==> config.mk <==
export PLATFORM = sky130hd
export DESIGN_NAME = eth_send_flat
export DESIGN_NICKNAME = d
export VERILOG_FILES = /design/src/rtl/eth_pkg.sv /design/src/rtl/eth_send_if.sv /design/src/rtl/eth_crc32_tx.sv /design/src/rtl/eth_send.sv /design/src/flat_wrapper.sv
export SDC_FILE = /design/constraint.sdc
export NUM_CORES = 2
export LEC_CHECK = 0
export CORE_MARGIN = 2
export CORE_UTILIZATION = 35
export DETAILED_ROUTE_END_ITERATION = 12
export GPL_TIMING_DRIVEN = 0
export PLACE_DENSITY_LB_ADDON = 0.05
export SLEW_MARGIN = 20
export SYNTH_ARGS = -nofsm -noshare
export SYNTH_HDL_FRONTEND = slang
export SYNTH_SLANG_ARGS = --single-unit
export TNS_END_PERCENT = 5
==> constraint.sdc <==
create_clock -name clk -period 11.5 [get_ports clk]
set_input_delay 2.3 -clock clk [delete_from_list [all_inputs] [get_ports clk]]
set_output_delay 2.3 -clock clk [all_outputs]
set_load 0.02 [all_outputs]
==> src/rtl/eth_pkg.sv <==
// Shared types and constants for the Ethernet transmit framer.
// Holds the packet-type encoding (shared with the receiver), framing constants, the
// transmit FSM state type and the IPv4 header checksum / CRC-32 byte-update helpers.
package eth_pkg;

    typedef enum logic [1:0] {
        PktNone    = 2'd0,
        PktArpReq  = 2'd1,
        PktArpResp = 2'd2,
        PktUdp     = 2'd3
    } pkt_type_e;

    typedef enum logic [2:0] {
        StIdle,
        StCalc,
        StPreamble,
        StHeader,
        StPayload,
        StPad,
        StFcs,
        StIfg
    } tx_state_e;

    localparam logic [15:0] EtypeArp     = 16'h0806;
    localparam logic [15:0] EtypeIpv4    = 16'h0800;
    // HTYPE=1 (Ethernet), PTYPE=IPv4, HLEN=6, PLEN=4
    localparam logic [47:0] ArpFixedHdr  = 48'h0001_0800_0604;
    localparam logic [7:0]  PreambleByte = 8'h55;
    localparam logic [7:0]  SfdByte      = 8'hD5;
    // Byte counts measured from the first byte after the SFD
    localparam logic [10:0] HdrLen       = 11'd42;
    localparam logic [10:0] MinFrameLen  = 11'd60;
    localparam logic [31:0] CrcPolyRefl  = 32'hEDB8_8320;

    // One's-complement checksum of the ten IPv4 header words (checksum field as zero).
    function automatic logic [15:0] ip_csum(input logic [15:0] total_len,
                                            input logic [15:0] id,
                                            input logic [7:0]  ttl,
                                            input logic [31:0] src,
                                            input logic [31:0] dst);
        logic [19:0] acc;
        acc = 20'h04500 + 20'(total_len) + 20'(id) + 20'h04000 + 20'({ttl, 8'h11})
            + 20'(src[31:16]) + 20'(src[15:0]) + 20'(dst[31:16]) + 20'(dst[15:0]);
        acc = 20'(acc[15:0]) + 20'(acc[19:16]);
        acc = 20'(acc[15:0]) + 20'(acc[19:16]);
        return ~acc[15:0];
    endfunction

    // Reflected CRC-32 update over one byte, LSB first.
    function automatic logic [31:0] crc32_byte(input logic [31:0] crc, input logic [7:0] data);
        logic [31:0] c;
        c = crc ^ {24'h0, data};
        for (int i = 0; i < 8; i++) begin
            c = c[0] ? ((c >> 1) ^ CrcPolyRefl) : (c >> 1);
        end
        return c;
    endfunction

endpackage

==> src/rtl/eth_send_if.sv <==
// Byte-stream interface of the transmit framer.
//   data/data_vl : frame byte toward the PHY and its valid
//   pld_rd       : payload byte consumed from the FWFT buffer this cycle
//   pld_data     : head-of-buffer payload byte (valid while pld_rd is high)
interface eth_send_if;
    logic [7:0] data;
    logic       data_vl;
    logic       pld_rd;
    logic [7:0] pld_data;

    modport master (output data, output data_vl, output pld_rd, input pld_data);
    modport slave  (input data, input data_vl, input pld_rd, output pld_data);
endinterface

==> src/rtl/eth_crc32_tx.sv <==
// Bytewise Ethernet FCS generator (reflected 0x04C11DB7, init all-ones, complemented out).
//   clk, rst : clock and synchronous active-high reset
//   i_init   : reload the all-ones seed
//   i_calc   : fold i_data into the running CRC this cycle
//   o_fcs    : complemented CRC, emitted low byte first
module eth_crc32_tx
    import eth_pkg::*;
(
    input  logic        clk,
    input  logic        rst,
    input  logic        i_init,
    input  logic        i_calc,
    input  logic [7:0]  i_data,
    output logic [31:0] o_fcs
);
    logic [31:0] crc_q, crc_d;

    always_comb begin
        crc_d = crc_q;
        if (i_init) begin
            crc_d = 32'hFFFF_FFFF;
        end else if (i_calc) begin
            crc_d = crc32_byte(crc_q, i_data);
        end
    end

    always_ff @(posedge clk) begin
        if (rst) begin
            crc_q <= 32'hFFFF_FFFF;
        end else begin
            crc_q <= crc_d;
        end
    end

    assign o_fcs = ~crc_q;
endmodule

==> src/rtl/eth_send.sv <==
// Ethernet transmit framer: on an accepted start, emits preamble/SFD, MAC header, ARP body
// or IPv4+UDP headers, UDP payload, zero pad to 60 bytes and FCS, one byte per clock.
//   clk, rst          : clock, synchronous active-high reset
//   i_start/i_pkt_type: request and frame kind (ARP req/resp or UDP)
//   i_self_*/i_dst_*  : addresses; i_src_port/i_dst_port/i_pld_len: UDP fields
//   tx                : PHY byte stream and payload FWFT read port
//   o_busy/o_done/o_err: frame in flight (incl. IFG), last FCS byte, start rejected
module eth_send
    import eth_pkg::*;
#(
    parameter int unsigned P_IFG     = 12,
    parameter int unsigned P_TTL     = 64,
    parameter int unsigned P_MAX_PLD = 1472
) (
    input  logic        clk,
    input  logic        rst,
    input  logic        i_start,
    input  logic [1:0]  i_pkt_type,
    input  logic [47:0] i_self_mac,
    input  logic [31:0] i_self_ip,
    input  logic [47:0] i_dst_mac,
    input  logic [31:0] i_dst_ip,
    input  logic [15:0] i_src_port,
    input  logic [15:0] i_dst_port,
    input  logic [10:0] i_pld_len,
    eth_send_if.master  tx,
    output logic        o_busy,
    output logic        o_done,
    output logic        o_err
);
    localparam logic [10:0] MaxPld  = 11'(P_MAX_PLD);
    localparam logic [10:0] IfgLast = 11'(P_IFG - 1);

    tx_state_e    state_q, state_d;
    pkt_type_e    type_q, type_d;
    logic [10:0]  cnt_q, cnt_d, len_q, len_d;
    logic [47:0]  smac_q, smac_d, dmac_q, dmac_d;
    logic [31:0]  sip_q, sip_d, dip_q, dip_d;
    logic [15:0]  sport_q, sport_d, dport_q, dport_d, id_q, id_d;
    logic [335:0] hdr_q, hdr_d;
    logic         err_q, err_d;

    logic         crc_init, crc_calc, pad_needed;
    logic [31:0]  fcs;
    logic [15:0]  tot_len, udp_len, csum;
    logic [10:0]  pld_bytes;

    assign tot_len    = 16'(len_q) + 16'd28;
    assign udp_len    = 16'(len_q) + 16'd8;
    assign csum       = ip_csum(tot_len, id_q, 8'(P_TTL), sip_q, dip_q);
    assign pld_bytes  = (type_q == PktUdp) ? len_q : 11'd0;
    assign pad_needed = (HdrLen + pld_bytes) < MinFrameLen;

    always_comb begin
        state_d     = state_q;
        cnt_d       = cnt_q + 11'd1;
        type_d      = type_q;
        len_d       = len_q;
        smac_d      = smac_q;
        dmac_d      = dmac_q;
        sip_d       = sip_q;
        dip_d       = dip_q;
        sport_d     = sport_q;
        dport_d     = dport_q;
        id_d        = id_q;
        hdr_d       = hdr_q;
        err_d       = 1'b0;
        crc_init    = 1'b0;
        crc_calc    = 1'b0;
        tx.data     = 8'h00;
        tx.data_vl  = 1'b0;
        tx.pld_rd   = 1'b0;
        o_done      = 1'b0;

        unique case (state_q)
            StIdle: begin
                cnt_d = 11'd0;
                if (i_start && (i_pkt_type != 2'(PktNone))) begin
                    if (i_pld_len > MaxPld) begin
                        err_d = 1'b1;
                    end else begin
                        type_d  = pkt_type_e'(i_pkt_type);
                        len_d   = i_pld_len;
                        smac_d  = i_self_mac;
                        dmac_d  = i_dst_mac;
                        sip_d   = i_self_ip;
                        dip_d   = i_dst_ip;
                        sport_d = i_src_port;
                        dport_d = i_dst_port;
                        state_d = StCalc;
                    end
                end
            end
            StCalc: begin
                // Whole header is snapshotted here, checksum included, then shifted out
                if (type_q == PktUdp) begin
                    hdr_d = {dmac_q, smac_q, EtypeIpv4,
                             16'h4500, tot_len, id_q, 16'h4000, 8'(P_TTL), 8'h11, csum,
                             sip_q, dip_q, sport_q, dport_q, udp_len, 16'h0000};
                end else begin
                    hdr_d = {dmac_q, smac_q, EtypeArp, ArpFixedHdr,
                             14'd0, type_q, smac_q, sip_q,
                             (type_q == PktArpResp) ? dmac_q : 48'h0, dip_q};
                end
                crc_init = 1'b1;
                cnt_d    = 11'd0;
                state_d  = StPreamble;
            end
            StPreamble: begin
                tx.data_vl = 1'b1;
                tx.data    = (cnt_q == 11'd7) ? SfdByte : PreambleByte;
                if (cnt_q == 11'd7) begin
                    cnt_d   = 11'd0;
                    state_d = StHeader;
                end
            end
            StHeader: begin
                tx.data_vl = 1'b1;
                tx.data    = hdr_q[335:328];
                crc_calc   = 1'b1;
                hdr_d      = {hdr_q[327:0], 8'h00};
                if (cnt_q == HdrLen - 11'd1) begin
                    cnt_d = 11'd0;
                    if (pld_bytes != 11'd0) begin
                        state_d = StPayload;
                    end else if (pad_needed) begin
                        cnt_d   = HdrLen;
                        state_d = StPad;
                    end else begin
                        state_d = StFcs;
                    end
                end
            end
            StPayload: begin
                tx.data_vl = 1'b1;
                tx.pld_rd  = 1'b1;
                tx.data    = tx.pld_data;
                crc_calc   = 1'b1;
                if (cnt_q == len_q - 11'd1) begin
                    if (pad_needed) begin
                        // Pad counter tracks position after the SFD
                        cnt_d   = HdrLen + len_q;
                        state_d = StPad;
                    end else begin
                        cnt_d   = 11'd0;
                        state_d = StFcs;
                    end
                end
            end
            StPad: begin
                tx.data_vl = 1'b1;
                crc_calc   = 1'b1;
                if (cnt_q == MinFrameLen - 11'd1) begin
                    cnt_d   = 11'd0;
                    state_d = StFcs;
                end
            end
            StFcs: begin
                tx.data_vl = 1'b1;
                case (cnt_q[1:0])
                    2'd0:    tx.data = fcs[7:0];
                    2'd1:    tx.data = fcs[15:8];
                    2'd2:    tx.data = fcs[23:16];
                    default: tx.data = fcs[31:24];
                endcase
                if (cnt_q == 11'd3) begin
                    o_done  = 1'b1;
                    cnt_d   = 11'd0;
                    state_d = StIfg;
                    if (type_q == PktUdp) begin
                        id_d = id_q + 16'd1;
                    end
                end
            end
            StIfg: begin
                if (cnt_q == IfgLast) begin
                    cnt_d   = 11'd0;
                    state_d = StIdle;
                end
            end
            default: state_d = StIdle;
        endcase
    end

    always_ff @(posedge clk) begin
        if (rst) begin
            state_q <= StIdle;
            cnt_q   <= '0;
            type_q  <= PktNone;
            len_q   <= '0;
            smac_q  <= '0;
            dmac_q  <= '0;
            sip_q   <= '0;
            dip_q   <= '0;
            sport_q <= '0;
            dport_q <= '0;
            id_q    <= '0;
            hdr_q   <= '0;
            err_q   <= 1'b0;
        end else begin
            state_q <= state_d;
            cnt_q   <= cnt_d;
            type_q  <= type_d;
            len_q   <= len_d;
            smac_q  <= smac_d;
            dmac_q  <= dmac_d;
            sip_q   <= sip_d;
            dip_q   <= dip_d;
            sport_q <= sport_d;
            dport_q <= dport_d;
            id_q    <= id_d;
            hdr_q   <= hdr_d;
            err_q   <= err_d;
        end
    end

    eth_crc32_tx u_crc (
        .clk    (clk),
        .rst    (rst),
        .i_init (crc_init),
        .i_calc (crc_calc),
        .i_data (tx.data),
        .o_fcs  (fcs)
    );

    assign o_busy = (state_q != StIdle);
    assign o_err  = err_q;
endmodule

==> src/flat_wrapper.sv <==
// flat-port wrapper written by rule: the top's interface ports become plain ports
module eth_send_flat import eth_pkg::*;
#(
    parameter int unsigned P_IFG     = 12,
    parameter int unsigned P_TTL     = 64,
    parameter int unsigned P_MAX_PLD = 1472
)
  (clk, rst, i_start, i_pkt_type, i_self_mac, i_self_ip, i_dst_mac, i_dst_ip, i_src_port, i_dst_port, i_pld_len, o_busy, o_done, o_err, tx_data, tx_data_vl, tx_pld_rd, tx_pld_data);
  eth_send_if tx_i ();
  input  logic clk;
  input  logic rst;
  input  logic i_start;
  input  logic [1:0] i_pkt_type;
  input  logic [47:0] i_self_mac;
  input  logic [31:0] i_self_ip;
  input  logic [47:0] i_dst_mac;
  input  logic [31:0] i_dst_ip;
  input  logic [15:0] i_src_port;
  input  logic [15:0] i_dst_port;
  input  logic [10:0] i_pld_len;
  output logic o_busy;
  output logic o_done;
  output logic o_err;
  output wire logic [$bits(tx_i.data)-1:0] tx_data;
  output wire logic [$bits(tx_i.data_vl)-1:0] tx_data_vl;
  output wire logic [$bits(tx_i.pld_rd)-1:0] tx_pld_rd;
  input wire logic [$bits(tx_i.pld_data)-1:0] tx_pld_data;
  assign tx_data = tx_i.data;
  assign tx_data_vl = tx_i.data_vl;
  assign tx_pld_rd = tx_i.pld_rd;
  assign tx_i.pld_data = tx_pld_data;
  eth_send #(.P_IFG(P_IFG), .P_TTL(P_TTL), .P_MAX_PLD(P_MAX_PLD)) u_core (.clk(clk), .rst(rst), .i_start(i_start), .i_pkt_type(i_pkt_type), .i_self_mac(i_self_mac), .i_self_ip(i_self_ip), .i_dst_mac(i_dst_mac), .i_dst_ip(i_dst_ip), .i_src_port(i_src_port), .i_dst_port(i_dst_port), .i_pld_len(i_pld_len), .tx(tx_i), .o_busy(o_busy), .o_done(o_done), .o_err(o_err));
endmodule
==> impl_results.md <==
- Status: completed
- Synth Area in Simple Gates: 20.80%
- Hold Path Sink: u_core.hdr_q[178]
- Share of cells above drive strength 1: 3.783%
- Fin crit share: 93.36%
- Clock root buffer: clkbuf_16
- Worst Tran Pin Value: 1.166 ns
- Final hold vios: 0
- Hold_sp: u_core.hdr_q[178]
- Setup crit start kind: flip-flop
- Worst min-delay path category: flip-flop to flip-flop
- Initial core utilization: 35.34%
- Slew headroom: 22.29%
- Gate Count Post-Synth: 3796
- Post-CTS Setup Inserts: 0
- Largest net degree at the start of global routing: 13
- Reg2reg path depth: 38
- Slew Viols, Final: 0
- Die area: 88330 sq um
- CTS tree: built
- Yosys cell types: 74
- # resized after CTS: 0
- Final Non-Filler Cells: 5299
- Synthesized cell area: 30090 sq um
- Register bit count reported by yosys: 604
- Post-place setup slack: 0.5388 ns
- Die Y: 297.2 microns
- Met2 usage: 44.67%
- Detailed Place HPWL: 102.7 mm
- Clock buffers created by TritonCTS: 72
- Routability Congestion: 0.9431
- Antenna-violating nets left: 0
- Vias in the first global route: 27.49k
- Critical Path AT: 11.22 ns
- Cells after DPL: 5169
- RR Startpoint: u_core.len_q[2]
- Async set or reset register ratio after synthesis: 0%
- LEAKAGE: 12.87 nW
- Syn Nets: 4131
- Synth Flop Type: dfxtp_1
- First-pass iteration count of the detailed router: 6
- CTS Sinks: 604
- Syn avg cell area: 7.927 sq um
- GRT Total Usage: 28.97%
- Compound-Gate Fraction of Synth Area: 18.28%
- Cells on Worst Hold Path: 2
- Clock Path Buffers: 3
- XOR/XNOR Fraction of Synth Area: 5.144%
- Worst setup EP type: flip-flop
- Post-synth EDFFs: 0
- Max-Cap Viols: 0
- RSZ-0062 raised after global routing: false
- CP Max Fanout: 10
- Overflow after GRT: 0
- M3 GR Usage: 4.375%
- Clock Skew: 0.02132 ns
- Area Overhead vs Synth: 20.68%
- Mux contribution to synthesized area: 3.938%
- CP most frequent cell: ha_1
- Fin nets: 4434
- Setup TNS: 0 ns
- Min Tclk post-route: 10.74 ns
- Die Wd: 297.2 microns
- Most Crowded Layer GR: met2
- Met1 Use GR: 40.63%
- Row cnt: 107
- Final setup margin: 0.7634 ns
- Core area: 85150 sq um
- Pwr Density: 214.8 nW/um^2
- Residual DRC: 0
- Hold_buf cts: 0
- YS warnings: 0
- Reg-to-Reg End: u_core.hdr_q[143]
- Post-synthesis sequential area ratio: 40.18%
- H-tree lvl count: 3
- IO Pins: 229
- DRT Wirelength: 132.5 mm
- Largest family of logic cells by synthesized area: simple AND/OR/NAND/NOR gates
- Initial DRC count: 2845
- Required time worst endpoint: 11.99 ns
- Via/cell ratio: 5.457
- Worst path max stage delay: 0.66 ns
- Clock Latency Late Sink: 0.63 ns
- First-pass GRT wire length: 189.6 mm
- Via Count: 28.92k
- Routed WL per cell: 25.00 microns
- Post-Synth Adder-Cell Area: 6.453%
- Initial antenna violation count: 5
- Worst Path Class, Setup: flip-flop to flip-flop
- Slowest cell on the critical path: xnor2_1
- Port-buffer cells: 227
- R2r setup slk: 0.76 ns
- CTS clk-pin slew, worst paths: 0.06 ns
- FMAX: 93.14 MHz
- Final setup violation count: 0
- Maximum vdd drop: 114.0 uV
-- flip-flops by register name (all words and copies together) (netlist names), 16 cells and up --
register	flops
u_core.hdr_q	336
u_core.dmac_q	48
u_core.smac_q	48
u_core.id_q	16
u_core.sport_q	16
u_core.dport_q	16
u_core.dip_q	32
u_core.u_crc.crc_q	32
u_core.sip_q	32
-- worst max path at each step --
stage                     from  slack, ns           endpoint
2_1_floorplan  u_core.len_q[3]       2.28  u_core.hdr_q[143]
3_3_place_gp   u_core.len_q[3]       0.45  u_core.hdr_q[143]
3_5_place_dp   u_core.len_q[3]       0.54  u_core.hdr_q[143]
4_1_cts        u_core.len_q[3]       0.47  u_core.hdr_q[143]
5_1_grt        u_core.len_q[4]       0.03  u_core.hdr_q[143]
6_report       u_core.len_q[2]       0.76  u_core.hdr_q[143]
-- per-layer routing --
| metal | up-vias | wire length, microns |
|---|---|---|
| met5 | - | 24 |
| met4 | 4 | 5100 |
| met3 | 233 | 9443 |
| met2 | 1087 | 58130 |
| met1 | 13990 | 59800 |
| li1 | 13600 | - |
-- logic make-up (layout without fill, tap and decap cells) --
| logic type | count (synthesis) | after routing |
|---|---|---|
| multiplexers | 118 | 118 |
| AO/OA/AOI/OAI | 879 | 879 |
| AND/OR/NAND/NOR | 1493 | 1493 |
| other | 0 | 5 |
| XOR/XNOR | 168 | 168 |
| buffers and inverters | 414 | 768 |
| adder cells (fa/ha/maj) | 120 | 120 |
| flip-flops | 604 | 604 |
-- critical path, delay by kind of cell (launching register included) --
family / cells / cell delay (ns)
simple gates: 12 / 3.01
compound gates: 10 / 2.02
fa+ha+maj: 8 / 3.01
xor+xnor: 3 / 1.10
flops: 1 / 0.54
buf+inv: 5 / 0.91
-- synth_stat cells (3+ instances only) --
cell type	n	area share, %
clkbuf_1	275	3.4
o21a_1	3	0.075
ha_1	60	2.5
a211oi_1	167	4.2
a21o_1	10	0.25
nor3b_1	5	0.12
xnor2_1	97	2.8
nand2b_1	16	0.33
buf_2	9	0.15
xor2_1	64	1.9
a22oi_1	12	0.30
and2_1	5	0.10
nand3_1	82	1.4
o41ai_1	4	0.12
a21oi_1	457	7.6
nor2b_1	35	0.73
a222oi_1	3	0.10
xor2_2	3	0.16
or3_1	7	0.15
inv_1	103	1.3
mux2i_1	115	3.8
and3_1	42	0.87
nor2_1	462	5.8
o21ai_0	56	0.93
buf_1	26	0.32
nand4_1	7	0.15
a31oi_1	9	0.19
nand2_1	694	8.7
fa_1	59	3.9
a32oi_1	3	0.087
o211ai_1	30	0.75
or2_2	5	0.10
a221oi_1	68	2.0
o311ai_0	10	0.29
a311oi_1	6	0.17
dfxtp_1	604	40
o221ai_1	5	0.15
a311o_1	10	0.33
nor3_1	110	1.8
nor4_1	7	0.15
mux2_2	3	0.11
a211o_1	5	0.15
-- layout make-up --
type | instances | area, sq um
Antenna cell | 5 | 12.51
Multi-Input combinational cell | 2778 | 16440
Timing Repair Buffer | 229 | 2327
Buffer | 310 | 1190
Sequential cell | 604 | 12090
Clock inverter | 17 | 265.3
Inverter | 104 | 390.4
Tap cell | 1144 | 1431
Fill cell | 8908 | 48830
Clock buffer | 108 | 2160
-- metrics by stage --
| step | hold WS, ns | power (mW) | util, % | area [sq um] |
|---|---|---|---|---|
| 2_1_floorplan | 0.4268 | 4.348 | - | 30090 |
| 6_report | 0.4516 | 7.801 | 42.65 | 36310 |
| 3_5_place_dp | 0.4429 | 5.404 | 39.78 | 33870 |
| 3_3_place_gp | 0.4392 | 5.401 | 39.69 | 33790 |
| 4_1_cts | 0.4529 | 7.786 | 42.62 | 36290 |
| 5_1_grt | 0.4693 | 8.164 | 42.63 | 36300 |
-- layout by cell type (no fill, tap or decap), types with 6 or more instances in the layout --
cell type        Yosys  layout
nand2_1            694     694
dfxtp_1            604     604
nor2_1             462     462
a21oi_1            457     457
clkbuf_1           275     280
clkdlybuf4s50_1      0     227
a211oi_1           167     167
mux2i_1            115     115
nor3_1             110     109
inv_1              103     103
xnor2_1             97      97
nand3_1             82      82
clkbuf_16            0      74
a221oi_1            68      68
xor2_1              64      64
ha_1                60      60
fa_1                59      59
o21ai_0             56      56
and3_1              42      42
nor2b_1             35      35
o211ai_1            30      30
buf_1               26      25
clkbuf_8             0      18
nand2b_1            16      16
a22oi_1             12      12
clkbuf_2             0      11
buf_2                9      10
a21o_1              10      10
a311o_1             10      10
o311ai_0            10      10
a31oi_1              9       9
or3_1                7       7
nand4_1              7       7
nor4_1               7       6
a311oi_1             6       6
clkinv_2             0       6
-- power by group --
part,total (mW),switching [mW],internal (mW),leakage [nW]
combinational,2.76,1.82,0.947,6.76
sequential,2.66,0.272,2.39,4.92
clock,2.38,0.969,1.41,1.19
No activity file was read; power rests on OpenSTA's default activity.
